### src/rtl/instr_sequencer.sv
// Instruction fetch/decode/issue sequencer driving op/op1/op2 into the ALU datapath.
// Optional build macro SEQ_STEP_EN adds a step input for single-instruction execution.
module instr_sequencer #(
    parameter int unsigned     PC_W     = 10,
    parameter logic [PC_W-1:0] RESET_PC = '0,
    parameter logic [3:0]      NOP_OP   = 4'b1110
) (
    input  logic            clk,
    input  logic            init,
    input  logic            run,
`ifdef SEQ_STEP_EN
    input  logic            step,
`endif
    output logic            imem_req,
    output logic [PC_W-1:0] imem_addr,
    input  logic            imem_ack,
    input  logic [15:0]     imem_rdata,
    output logic [3:0]      op,
    output logic [2:0]      op1,
    output logic [2:0]      op2,
    input  logic [15:0]     alu_y,
    input  logic            alu_c,
    input  logic            alu_v,
    input  logic            alu_z,
    output logic [15:0]     result,
    output logic [2:0]      flags,
    output logic [PC_W-1:0] pc,
    output logic            retire,
    output logic            halted
);

    typedef enum logic [2:0] {
        StIdle,
        StFetch,
        StDecode,
        StExec,
        StMemwait,
        StRetire,
        StHalt
    } state_e;

    state_e          state_q;
    logic [15:0]     ir_q;
    logic [PC_W-1:0] pc_q;
    logic [PC_W-1:0] npc_q;
    logic [PC_W-1:0] imem_addr_q;
    logic            imem_req_q;
    logic [3:0]      op_q;
    logic [2:0]      op1_q;
    logic [2:0]      op2_q;
    logic [15:0]     result_q;
    logic [2:0]      flags_q;
    logic            retire_q;
    logic            halted_q;

    logic            start_fetch;
    logic            resume_fetch;
    logic [PC_W-1:0] pc_inc;

`ifdef SEQ_STEP_EN
    // Stepping: every instruction returns to IDLE and waits for the next step pulse.
    assign start_fetch  = run & step;
    assign resume_fetch = 1'b0;
`else
    assign start_fetch  = run;
    assign resume_fetch = run;
`endif

    assign pc_inc = pc_q + PC_W'(1);

    always_ff @(posedge clk or negedge init) begin
        if (!init) begin
            state_q     <= StIdle;
            ir_q        <= '0;
            pc_q        <= RESET_PC;
            npc_q       <= RESET_PC;
            imem_addr_q <= '0;
            imem_req_q  <= 1'b0;
            op_q        <= NOP_OP;
            op1_q       <= '0;
            op2_q       <= '0;
            result_q    <= '0;
            flags_q     <= '0;
            retire_q    <= 1'b0;
            halted_q    <= 1'b0;
        end else begin
            retire_q <= 1'b0;
            case (state_q)
                StIdle: begin
                    if (start_fetch) begin
                        state_q     <= StFetch;
                        imem_req_q  <= 1'b1;
                        imem_addr_q <= pc_q;
                    end
                end
                StFetch: begin
                    // Request stays up until acked, regardless of run.
                    if (imem_ack) begin
                        ir_q       <= imem_rdata;
                        imem_req_q <= 1'b0;
                        state_q    <= StDecode;
                    end
                end
                StDecode: begin
                    op_q    <= ir_q[15:12];
                    op1_q   <= ir_q[11:9];
                    op2_q   <= ir_q[8:6];
                    state_q <= StExec;
                end
                StExec: begin
                    npc_q <= pc_inc;
                    case (ir_q[15:12])
                        4'b0101, 4'b0110: begin
                            state_q <= StMemwait;
                        end
                        4'b1100: begin
                            if (flags_q[0]) npc_q <= ir_q[PC_W-1:0];
                            state_q  <= StRetire;
                            retire_q <= 1'b1;
                        end
                        4'b1101: begin
                            state_q  <= StHalt;
                            halted_q <= 1'b1;
                        end
                        4'b1110, 4'b1111: begin
                            state_q  <= StRetire;
                            retire_q <= 1'b1;
                        end
                        default: begin
                            result_q <= alu_y;
                            flags_q  <= {alu_c, alu_v, alu_z};
                            state_q  <= StRetire;
                            retire_q <= 1'b1;
                        end
                    endcase
                    if (ir_q[15:12] != 4'b0101 && ir_q[15:12] != 4'b0110) begin
                        op_q  <= NOP_OP;
                        op1_q <= '0;
                        op2_q <= '0;
                    end
                end
                StMemwait: begin
                    op_q     <= NOP_OP;
                    op1_q    <= '0;
                    op2_q    <= '0;
                    state_q  <= StRetire;
                    retire_q <= 1'b1;
                end
                StRetire: begin
                    pc_q <= npc_q;
                    if (resume_fetch) begin
                        state_q     <= StFetch;
                        imem_req_q  <= 1'b1;
                        imem_addr_q <= npc_q;
                    end else begin
                        state_q <= StIdle;
                    end
                end
                StHalt: begin
                    state_q <= StHalt;
                end
                default: begin
                    state_q <= StIdle;
                end
            endcase
        end
    end

    assign imem_req  = imem_req_q;
    assign imem_addr = imem_addr_q;
    assign op        = op_q;
    assign op1       = op1_q;
    assign op2       = op2_q;
    assign result    = result_q;
    assign flags     = flags_q;
    assign pc        = pc_q;
    assign retire    = retire_q;
    assign halted    = halted_q;

endmodule

### config.mk
export PLATFORM = sky130hd
export DESIGN_NAME = instr_sequencer
export DESIGN_NICKNAME = d
export VERILOG_FILES = /design/src/rtl/instr_sequencer.sv
export SDC_FILE = /design/constraint.sdc
export NUM_CORES = 1
export LEC_CHECK = 0
export CORE_MARGIN = 5
export CORE_UTILIZATION = 40
export CTS_BUF_LIST = sky130_fd_sc_hd__clkbuf_4 sky130_fd_sc_hd__clkbuf_8 sky130_fd_sc_hd__clkbuf_16
export CTS_CLUSTER_SIZE = 28
export DETAILED_ROUTE_END_ITERATION = 10
export PLACE_DENSITY = 0.68
export REMOVE_ABC_BUFFERS = 1
export SYNTH_ARGS = -nofsm -noshare
export SYNTH_HDL_FRONTEND = slang
export SYNTH_SLANG_ARGS = --single-unit
### constraint.sdc
create_clock -name clk -period 4.5 [get_ports clk]
set_input_delay 0.9 -clock clk [delete_from_list [all_inputs] [get_ports clk]]
set_output_delay 0.9 -clock clk [all_outputs]
set_load 0.02 [all_outputs]
==> results.txt, run 1 <==
# rows -> 34
Max clock buf depth -> 2
Clk_lat worst skew -> 350 ps
# nets final -> 394
Core area -> 0.008763 mm2
Post-synthesis cell count -> 267
P per Cell Area -> 721.3 mW/mm2
Peak supply drop -> 0.0003401 V
Die W -> 104.8 um
Max Clock Skew -> 8.643 ps
Die Ht -> 104.8 um
Worst Path Max Fanout -> 7
CTS clk-pin slew, worst paths -> 90 ps
Drt pass-1 iters -> 4
PortBufs -> 90
Post-CTS Setup Bufs -> 0
Most instantiated cells after synthesis -> dfrtp_1 (78), mux2_2 (30), mux2_4 (20)
Async SR Flop Fraction -> 100.0%
Worst-margin pin slew -> 1004 ps
Ys flop type -> dfrtp_1
Critical Path Max Stage Delay -> 670 ps
Inst Count DP -> 451
Vias/cell -> 5.178
Max Cap Viol -> 0
Syn Std Cell Area -> 0.003598 mm2
Initial antenna violation count -> 0
Final Hold Fails -> 0
Synth warnings -> 0
Worst endpoint required time -> 3600 ps
RSZ-0062 raised after global routing -> false
CTS Buf Count -> 9
Synth-to-layout area growth -> 32.79%
Number of synthesized flops with an enable pin -> 0
First-pass GRT wire length -> 12.89 mm
CP arrival -> 1540 ps
H-tree depth -> 3
Post-synth top area share -> 54.24%
Crit path kind -> reg -> out
DRT iter0 DRCs -> 49
Worst slew margin -> 33.07%
Detail Route met2 WL -> 3.683 mm
WHS -> 470.8 ps
Worst Path Buf+Inv -> 1
Tmin final -> 2436 ps
Worst setup margin -> 2064 ps
Ranking of synthesized cells by area -> dfrtp_1 (54%), mux2_2 (9.4%), mux2_4 (8.3%), dfstp_2 (2.2%), nor4bb_1 (1.9%)
Worst hold path type -> reg -> reg
Dpl cell area -> 0.004536 mm2
Crit. End Element -> primary output
# diodes -> 0
Number of routed nets with antenna violations -> 0
Status -> complete, no violations
Tot GR Track Use -> 14.50%
Finished layout cell area -> 0.004778 mm2
Total grt overflow -> 0
Via count -> 2418
Setup Viol. Count Final -> 0
Non-filler instance count after layout -> 467
CTS tree -> yes
Post-cts hold buffer count -> 0
Final period util -> 54.13%
# IOs -> 91
Die area -> 0.01099 mm2
Fin Setup TNS -> 0 ps
CP top delay family -> buffers and inverters
Area leader, netlist -> dfrtp_1
Met3 wire len -> 642 um
Root Driver -> clkbuf_8
Max-slew violation count -> 0
DR top layer -> met4
Post-Route Utilization -> 54.53%
Yosys cell types -> 47
Largest net degree at the start of global routing -> 82
P_leak -> 2.140 nW
Number of gates resized after cts -> 0
Placer Congestion -> 0.7988
# DRC -> 0
Slowest CP cell -> clkdlybuf4s50_1
Share of cells above drive strength 1 -> 21.45%
Num Clock Sinks -> 81
Final wirelength -> 7.700 mm
Met1 WL -> 3.299 mm
DR WL/cell -> 16.49 um
Hpwl dp -> 5.269 mm
Top-count cell post-synth -> dfrtp_1
Synth Area per Inst -> 13.48 um2
Total power -> 3.447 mW
Vias in the first global route -> 2570
Post-place setup slack -> 1802 ps
Sequential cell area fraction in the yosys report -> 56.43%
Initial core utilization -> 41.06%
Critical Path, Cell by Cell -> clkdlybuf4s50_1
Crit path launch type -> flop
Seq cells post-synth -> 81
Fmax -> 410.6 MHz
-- placed cells by master, fill, tap and decap left out, types with 3 or more instances in the layout --
cell type	instances
clkdlybuf4s50_1	89
dfrtp_1	78
mux2_2	30
mux2_4	20
nand2_1	14
o21ai_0	12
clkbuf_8	9
a21o_1	8
nor3_1	8
nor2_1	7
nor4bb_1	7
mux2_1	5
inv_1	5
a21oi_1	5
mux2i_1	4
nand3_1	4
o31ai_1	4
xnor2_1	4
nand2b_1	3
nand3b_1	3
nor4b_1	3
o21a_1	3
bufinv_16	3
dfstp_2	3
-- cell families after synthesis --
| group | synth area share [%] |
|---|---|
| flip-flops | 56.43 |
| AND/OR/NAND/NOR | 10.61 |
| multiplexers | 20.41 |
| AO/OA/AOI/OAI | 7.789 |
| buffers and inverters | 3.199 |
| XOR/XNOR | 1.217 |
| adder cells (fa/ha/maj) | 0.3476 |
-- state kept, by name (all words and copies together) (netlist names) --
| signal | count |
|---|---|
| flags | 3 |
| halted | 1 |
| imem_addr | 10 |
| imem_req | 1 |
| ir_q | 16 |
| npc_q | 10 |
| op | 4 |
| op1 | 3 |
| op2 | 3 |
| pc | 10 |
| result | 16 |
| retire | 1 |
| state_q | 3 |
-- path summary, 6_finish.rpt --
kind                            slack, ps                    from  cells after the start                        to
worst min-delay path                  470       op[3]$_DFFE_PN1P_                      2         op[3]$_DFFE_PN1P_
min in group asynchronous             710                    init                      1         pc[9]$_DFFE_PN0P_
worst max-delay path                 2060       pc[3]$_DFFE_PN0P_                      1                     pc[3]
worst min register to register        470       op[3]$_DFFE_PN1P_                      2         op[3]$_DFFE_PN1P_
max in group asynchronous            3130                    init                      1  imem_addr[0]$_DFFE_PN0P_
worst max register to register       2200  state_q[0]$_DFFE_PN0P_                      2      ir_q[14]$_DFFE_PN0P_
-- routing by layer --
layer,global-route usage [%],vias up
met4,3.653,0
met2,23.25,71
li1,-,1132
met1,17.94,1208
met3,6.473,7
met5,0,-
-- power by group --
part | leakage, nW | internal [mW] | switching [mW] | total [mW]
Sequential | 1.01 | 1.04 | 0.280 | 1.32
Combinational | 1.01 | 0.814 | 0.669 | 1.48
Clock | 0.115 | 0.368 | 0.272 | 0.640
-- area by class of cell --
cell class | count | area [um2]
Multi-Input combinational cell | 167 | 1453
Sequential cell | 81 | 2031
Clock inverter | 7 | 118.9
Fill cell | 762 | 3985
Clock buffer | 9 | 123.9
Timing Repair Buffer | 90 | 898.4
Tap cell | 108 | 135.1
Inverter | 5 | 18.77
Note: power is estimated with default switching activity, not from simulation.
==> run 2, diff against run 1 <==
- PLACE_DENSITY: 0.68 -> 0.71
- clock period: 4.5 -> 2.1 ns (I/O delays scaled with it)
==> run 2 against run 1 <==
Compared with the run above:
- cell count increased by 1.9%
- critical path depth unchanged
- register-to-register slack worse by 1900 ps
- highest routed layer unchanged
- flip-flop and latch count did not move
- largest power group unchanged
- routed wire length rose by 2.1%
- worst hold slack lost 420 ps
- power up 110%
==> results.txt, run 2 (synthesized netlist as in run 1, its figures left out) <==
Core area -> 0.008763 mm2
Hpwl dp -> 5.580 mm
Post-place setup slack -> 314.6 ps
Met3 Use GR -> 4.871%
Max clock buf depth -> 2
Tmin final -> 1969 ps
Clk_lat worst skew -> 350 ps
Final wirelength -> 7.861 mm
CTS Buf Count -> 9
Max Cap Viol -> 0
Crit path launch type -> flop
Fin Setup TNS -> 0 ps
Met2 usage -> 21.81%
GR Util met1 -> 18.71%
# IOs -> 91
Reg2reg path depth -> 3
Worst Path Max Fanout -> 7
# diodes -> 0
Worst endpoint required time -> 1680 ps
CTS clk-pin slew, worst paths -> 90 ps
Final period util -> 93.75%
Critical Path Max Stage Delay -> 670 ps
# DRC -> 0
Critical R2R Launch -> state_q[0]$_DFFE_PN0P_
Worst slew margin -> 60.95%
Most frequent cells in the layout -> clkdlybuf4s50_1 (89), dfrtp_1 (78), mux2_2 (30)
Total grt overflow -> 0
Max-slew violation count -> 0
Synth-to-layout area growth -> 34.56%
Fmax -> 508.0 MHz
CP top delay family -> buffers and inverters
CTS tree -> yes
Root Driver -> clkbuf_8
Vias in the first global route -> 2490
PortBufs -> 90
# nets final -> 403
First-pass GRT wire length -> 12.61 mm
Drt pass-1 iters -> 4
Most common cell after layout, fill and taps aside -> clkdlybuf4s50_1
Worst Path Buf+Inv -> 1
Status -> complete, no violations
Die area -> 0.01099 mm2
P per Cell Area -> 1522 mW/mm2
Largest net degree at the start of global routing -> 43
Number of gates resized after cts -> 0
Via count -> 2465
Peak supply drop -> 0.0007107 V
Max Clock Skew -> 9.334 ps
Initial antenna violation count -> 0
Total power -> 7.369 mW
Number of routed nets with antenna violations -> 0
Worst setup margin -> 131.3 ps
DRT iter0 DRCs -> 78
Critical Path, Cell by Cell -> clkdlybuf4s50_1
Worst setup startpoint -> pc[3]$_DFFE_PN0P_
DR WL/cell -> 16.51 um
Worst hold path type -> in -> async
CP arrival -> 1550 ps
RSZ-0062 raised after global routing -> false
Share of cells above drive strength 1 -> 23.37%
Crit. End Element -> primary output
Final Hold Fails -> 0
Worst-margin pin slew -> 585.7 ps
Slowest CP cell -> clkdlybuf4s50_1
P_leak -> 2.181 nW
Initial core utilization -> 41.06%
Die Ht -> 104.8 um
Post-CTS Setup Bufs -> 0
Placer Congestion -> 0.8065
FF-to-FF setup slack -> 320 ps
Most used routing layer -> met2
Crit path kind -> reg -> out
Num Clock Sinks -> 81
Worst r2r dst -> imem_addr[2]$_DFFE_PN0P_
Post-cts hold buffer count -> 0
Die W -> 104.8 um
# rows -> 34
Setup Viol. Count Final -> 0
H-tree depth -> 3
Vias/cell -> 5.179
Tot GR Track Use -> 14.22%
-- run 2: cell types whose count changed in the layout (fill, tap and decap cells not counted) --
cell        before  now
bufinv_16        3    2
buf_12           0    1
inv_6            0    1
clkinv_4         1    3
buf_4            1    9
clkinvlp_4       2    1
clkinv_2         1    0
-- run 2: metrics by stage --
step	cells	hold WS (ps)	util, %	area, um2
floorplan	253	124.4	-	3502
global placement	460	438.6	52.67	4616
detailed placement	460	445.3	52.67	4616
CTS	476	62.23	55.25	4842
global route	476	80.37	55.25	4842
finish	476	45.92	55.25	4842
-- run 2: layout make-up --
type	count	area, um2
Clock inverter	7	102.6
Inverter	5	18.77
Fill cell	772	3921
Multi-Input combinational cell	167	1453
Clock buffer	9	123.9
Tap cell	108	135.1
Sequential cell	81	2031
Timing Repair Buffer	99	978.4
-- run 2: worst max-delay path by stage --
stage	end	slack, ps	cells past startpoint
after detailed placement	result[6]$_DFFE_PN0P_	310	3
after global routing	pc[3]	100	1
after CTS	pc[3]	120	1
after floorplan	ir_q[10]$_DFFE_PN0P_	270	2
final	pc[3]	130	1
after global placement	result[2]$_DFFE_PN0P_	360	3
-- run 2: power by group --
group,switching [mW],internal (mW),total [mW]
logic,1.48,1.81,3.29
registers,0.572,2.24,2.81
clock network,0.594,0.679,1.27
-- run 2: layer usage --
layer,vias up,share of wire (%)
li1,1155,-
met1,1220,44
met2,79,46
met3,11,8.4
met4,0,1.5
met5,-,0
==> run 3, diff against run 2 <==
- CAP_MARGIN: default -> 20
==> results of run 3 <==
The final DEF is identical to that of run 2; final timing and power are the same.
==> variant 1, RTL diff (settings of run 3) <==
`PC_W`: 10 -> 8.
--- a/src/rtl/instr_sequencer.sv
+++ b/src/rtl/instr_sequencer.sv
@@ -2,5 +2,5 @@
 // Optional build macro SEQ_STEP_EN adds a step input for single-instruction execution.
 module instr_sequencer #(
-    parameter int unsigned     PC_W     = 10,
+    parameter int unsigned     PC_W     = 8,
     parameter logic [PC_W-1:0] RESET_PC = '0,
     parameter logic [3:0]      NOP_OP   = 4'b1110
Ports: changed (resized imem_addr and pc); port bits go from 91 to 87. No check against the original RTL was run, so the function may have changed too.
==> variant 1 against run 3 <==
Critical endpoint is now pc[4]. Routed wire length is 12% lower. Synthesized area is 11% lower. Hold slack better by 0.028 ns. Sequential cell count is 6 lower. Largest cell class unchanged. Die area is 9.6% lower. Critical path type unchanged. Sequential power is 7.8% lower. Core utilization is 1.8 points higher. Via count is 11% lower. Design area is 8.5% lower. First-iteration DRC count is 21% higher. Setup slack better by 0.089 ns. Power is 7.1% lower. Largest power group unchanged.
==> variant 1: results (changes against run 3) <==
* Vias/cell at 5.03 (-2.8%)
* Asr flop ratio synth at 100% (unchanged)
* Port Buffers at 86 (-4.4%)
* Yosys Warn Count at 0 (unchanged)
* Skew-Pair Late Insertion Delay at 0.34 ns
* Post-CTS setup-driven buffer insertion count at 0 (unchanged)
* H-tree levels at 3 (unchanged)
* Placed cell areas at 4190 um^2 (-9.1%)
* DR top layer: met4
* Status: completed
* HP Class: primary input to asynchronous set/reset pin
* Synth unique cells at 43 (-8.5%)
* Fillcell total at 670 (-13%)
* Worst vdd ir at 0.661 mV (-6.9%)
* Root buffer cell: clkbuf_8
* Sequential area share after synthesis at 58.5% (+2.0 points)
* First-pass GRT wire length at 11.5 mm (-8.5%)
* Skew final at 0.0122 ns (+0.00287 ns)
* Worst Tran Pin Value at 0.607 ns (+0.0214 ns)
* Vias in the first global route at 2415 (-3.0%)
* Ant. Diodes at 0 (unchanged)
* Commonest cells in the synthesized netlist: dfrtp_1, mux2_2, nand2_1
* Overall global routing resource usage at 14.8% (+0.62 points)
* P_leak at 2.00 nW (-8.5%)
* Clk buf depth at 2 (unchanged)
* Avg WL per Cell at 15.7 um (-4.6%)
* Pre-antenna DRT Iters at 4 (unchanged)
* Routed met3 length at 542 um (-18%)
* Setup crit start: pc[4]
* Initial DRC count at 94 (+21%)
* Crit-path leading delay family: buffers and inverters
* DP HPWL at 4.99 mm (-11%)
* Met1 WL at 2.99 mm (-13%)
* Placer Congestion at 0.817 (+1.3%)
* Final #Nets at 371 (-7.9%)
* Total negative setup slack at 0 ns (unchanged)
* Post-Place Cells at 422 (-8.3%)
* Main flop type after synthesis: dfrtp_1
* Inserted Clock Buffers at 9 (unchanged)
* Largest net degree at the start of global routing at 49 (+14%)
* Post-CTS Resized at 0 (unchanged)
* Layout cell share with drive strength beyond 1 at 25.3% (+1.9 points)
* RR Startpoint: ir_q[13]
* Met2 WL at 3.33 mm (-8.9%)
* Reg clk slew, reported paths at 0.08 ns
* Via Count at 2204 (-11%)
* Initial antenna violation count at 0 (unchanged)
* Largest cells by area after synthesis: dfrtp_1, mux2_2, mux2_4
* Crit path DAT at 1.46 ns (-0.09 ns)
* Mean post-synth cell area at 13.6 um^2 (+0.71%)
* Critical path peak fanout at 6 (-1)
* CP peak stage delay at 0.65 ns (-0.02 ns)
-- variant 1: cell count changes after synthesis, moves of 4 or more --
cell	delta
mux2_2	+10
nor3_1	-8
mux2_1	-4
nor4b_1	+4
mux2_4	-10
o21ai_0	-4
dfrtp_1	-6
nor4bb_1	-7
-- variant 1: cell families (layout without fill, tap and decap cells) --
group	after synthesis	after routing	share of synthesized area, %
AND/OR/NAND/NOR	52	52	10.1
adder cells (fa/ha/maj)	1	1	0.389
multiplexers	56	56	20.6
XOR/XNOR	4	4	1.09
buffers and inverters	17	116	2.84
flip-flops	75	75	58.5
AO/OA/AOI/OAI	32	32	6.53
-- variant 1: layout make-up --
class | instances | area (um^2) | area share [%]
Timing Repair Buffer | 94 | 918 | 20.7
Clock buffer | 11 | 151 | 3.42
Inverter | 6 | 22.5 | 0.508
Multi-Input combinational cell | 145 | 1240 | 28.1
Tap cell | 102 | 128 | 2.88
Clock inverter | 5 | 83.8 | 1.89
Sequential cell | 75 | 1880 | 42.5
-- variant 1: through the flow --
step                      power (mW)  worst slack [ns]  utilization, %
after floorplan                 4.31             0.221               -
after global placement          5.57             0.275            54.0
after detailed placement        5.63             0.250            54.0
after CTS                       6.94             0.186            57.0
after global routing            7.31             0.129            57.0
final                           6.85             0.220            57.0
-- variant 1: metal layers --
| metal | vias up | global-route usage [%] |
|---|---|---|
| met5 | - | 0 |
| met3 | 6 | 5.96 |
| met1 | 1097 | 18.9 |
| met2 | 62 | 22.7 |
| met4 | 0 | 5.78 |
| li1 | 1039 | - |
-- variant 1: worst paths after layout --
kind,depth (start not counted),end,slack [ns]
worst min register to register,2,op[3],0.47
worst max-delay path,1,pc[4],0.22
max in group asynchronous,2,npc_q[4],1.37
worst min-delay path,1,imem_addr[7],0.07
min in group clk,2,op[3],0.47
worst max register to register,4,npc_q[0],0.35
-- variant 1: where the power goes --
part	internal [mW]	leakage (nW)	switching (mW)	total [mW]
clock network	0.739	0.112	0.546	1.28
registers	2.08	0.931	0.507	2.59
logic	1.62	0.952	1.35	2.97
total	4.44	2.00	2.40	6.85
==> variant 2, RTL diff (flow settings as in run 3) <==
Made on the original files. Encoding of `state_e`: now Gray code (3 bits for 7 states).
--- a/src/rtl/instr_sequencer.sv
+++ b/src/rtl/instr_sequencer.sv
@@ -31,11 +31,11 @@
 
     typedef enum logic [2:0] {
-        StIdle,
-        StFetch,
-        StDecode,
-        StExec,
-        StMemwait,
-        StRetire,
-        StHalt
+        StIdle    = 3'b000,
+        StFetch   = 3'b001,
+        StDecode  = 3'b011,
+        StExec    = 3'b010,
+        StMemwait = 3'b110,
+        StRetire  = 3'b111,
+        StHalt    = 3'b101
     } state_e;
 
Check against the original RTL: no difference found for any inputs over 10 cycles, from zero or initial values; not proved beyond that.
==> variant 2 against run 3 <==
Power rose by 0.56%. Cell count rose by 1.3%. Synthesized area fell by 4.1%. Setup slack improved by 0.073 ns. Die area fell by 3.7%. Design area fell by 3.0%. Sequential cell count did not move. Routed wire length rose by 0.27%. Critical endpoint is now op[1].
==> variant 2: results (changes against run 3) <==
* Remaining DRCs at 0 (unchanged)
* Final #Nets at 412 (+2.2%)
* Clk buf depth at 2 (unchanged)
* Adder-cell share of the synthesized area at 0.363% (+0.015 points)
* Compound-Gate Fraction of Synth Area at 7.11% (-0.68 points)
* HP Class: flip-flop to flip-flop
* Reg clk slew, reported paths at 0.09 ns (about the same)
* Fillcell total at 699 (-9.5%)
* Inserted Clock Buffers at 9 (unchanged)
* P_leak at 1.99 nW (-8.9%)
* Worst vdd ir at 0.892 mV (+26%)
* Initial antenna violation count at 0 (unchanged)
* Sequential area share after synthesis at 58.8% (+2.4 points)
* Commonest cells in the synthesized netlist: dfrtp_1, mux2_2, nand2_1
* Via Count at 2403 (-2.5%)
* Yosys Warn Count at 0 (unchanged)
* Root buffer cell: clkbuf_8
* Layout cell share with drive strength beyond 1 at 24.1% (+0.77 points)
* Max_cap viols at 0 (unchanged)
* Pre-antenna DRT Iters at 4 (unchanged)
* Overall global routing resource usage at 15.9% (+1.6 points)
* H-tree levels at 3 (unchanged)
* Max stage delay cell, worst path: clkdlybuf4s50_1
* Placer Congestion at 0.790 (-2.0%)
* Crit path DAT at 1.48 ns (-0.07 ns)
* Status: completed
* Final wirelength at 7.88 mm (+0.27%)
* Skew-Pair Late Insertion Delay at 0.35 ns (about the same)
* Asr flop ratio synth at 100% (unchanged)
* Crit-path leading delay family: buffers and inverters
* Critical path peak fanout at 2 (-5)
* Largest cells by area after synthesis: dfrtp_1, mux2_2, o21ai_0
* Worst reg2reg path depth at 4 (+1)
* Slew Viols, Final at 0 (unchanged)
* Mux cell area share after synthesis at 18.2% (-2.2 points)
* CP peak stage delay at 0.60 ns (-0.07 ns)
* Skew final at 0.0120 ns (+0.00262 ns)
* Rel. slew slack at 73.2% (+12 points)
* Largest net degree at the start of global routing at 55 (+28%)
* DP HPWL at 5.82 mm (+4.2%)
* XOR/XNOR share of the synthesized area at 1.02% (-0.20 points)
* Placement Setup Slack at 0.277 ns (-0.0380 ns)
* Ant. Diodes at 0 (unchanged)
* Hold depth at 2
* First-pass GRT wire length at 12.8 mm (+1.1%)
* Post-CTS setup-driven buffer insertion count at 0 (unchanged)
* Initial DRC count at 74 (-5.1%)
* Synth unique cells at 42 (-11%)
* Main flop type after synthesis: dfrtp_1
* Vias in the first global route at 2530 (+1.6%)
[variant 2: changes by cell type in the layout (fill, tap and decap cells not counted), sizes merged, moves of 2 or more]
cell / change
o21ai: +13
nand3b: -4
a21o: -8
o31ai: -4
nor2: +2
a21oi: -2
mux2i: -3
nor4bb: -7
nand2: +21
clkbuf: +2
[variant 2: per-layer routing]
layer / track usage (%) / wire [um]
met5: 0 / 0
met4: 6.77 / 180
met3: 3.92 / 321
met2: 26.0 / 4070
met1: 19.9 / 3310
[variant 2: cell type report]
cell class              count  area share (%)
clock buffers              11            3.09
clock inverters             5            1.17
inverters                   5           0.399
multi-input cells         176            28.2
flip-flops and latches     81            43.2
well taps                 105            2.80
repair buffers             99            21.1
[variant 2: final timing paths]
path / from / to / slack [ns]
worst min-delay path: npc_q[9] / npc_q[9] / 0.48
worst max register to register: state_q[1] / imem_addr[9] / 0.27
worst max-delay path: op[1] / op[1] / 0.20
worst min register to register: npc_q[9] / npc_q[9] / 0.48
max in group asynchronous: init / npc_q[3] / 0.96
min in group asynchronous: init / imem_addr[0] / 0.54
[variant 2: timing repair]
action	in CTS	in global routing
gates resized for setup	0	0
hold buffers	1	0
endpoints found under the hold margin	24	0
[variant 2: power breakdown]
| group | total (mW) | internal, mW | switching, mW |
|---|---|---|---|
| Sequential | 2.86 | 2.30 | 0.561 |
| Combinational | 3.42 | 1.76 | 1.66 |
| Clock | 1.14 | 0.591 | 0.544 |
| Total | 7.41 | 4.65 | 2.76 |
[variant 2: logic make-up after synthesis]
| logic type | count (synthesis) |
|---|---|
| compound gates | 43 |
| xor+xnor | 4 |
| fa+ha+maj | 1 |
| buf+inv | 17 |
| flops | 81 |
| mux | 56 |
| simple gates | 72 |
[variant 2: through the flow]
| step | std cells | cell area [um^2] | setup TNS, ns |
|---|---|---|---|
| after global routing | 482 | 4700 | 0 |
| after floorplan | 262 | 3370 | -3.45 |
| after CTS | 482 | 4700 | 0 |
| after global placement | 465 | 4490 | 0 |
| after detailed placement | 465 | 4490 | 0 |
| final | 482 | 4700 | 0 |
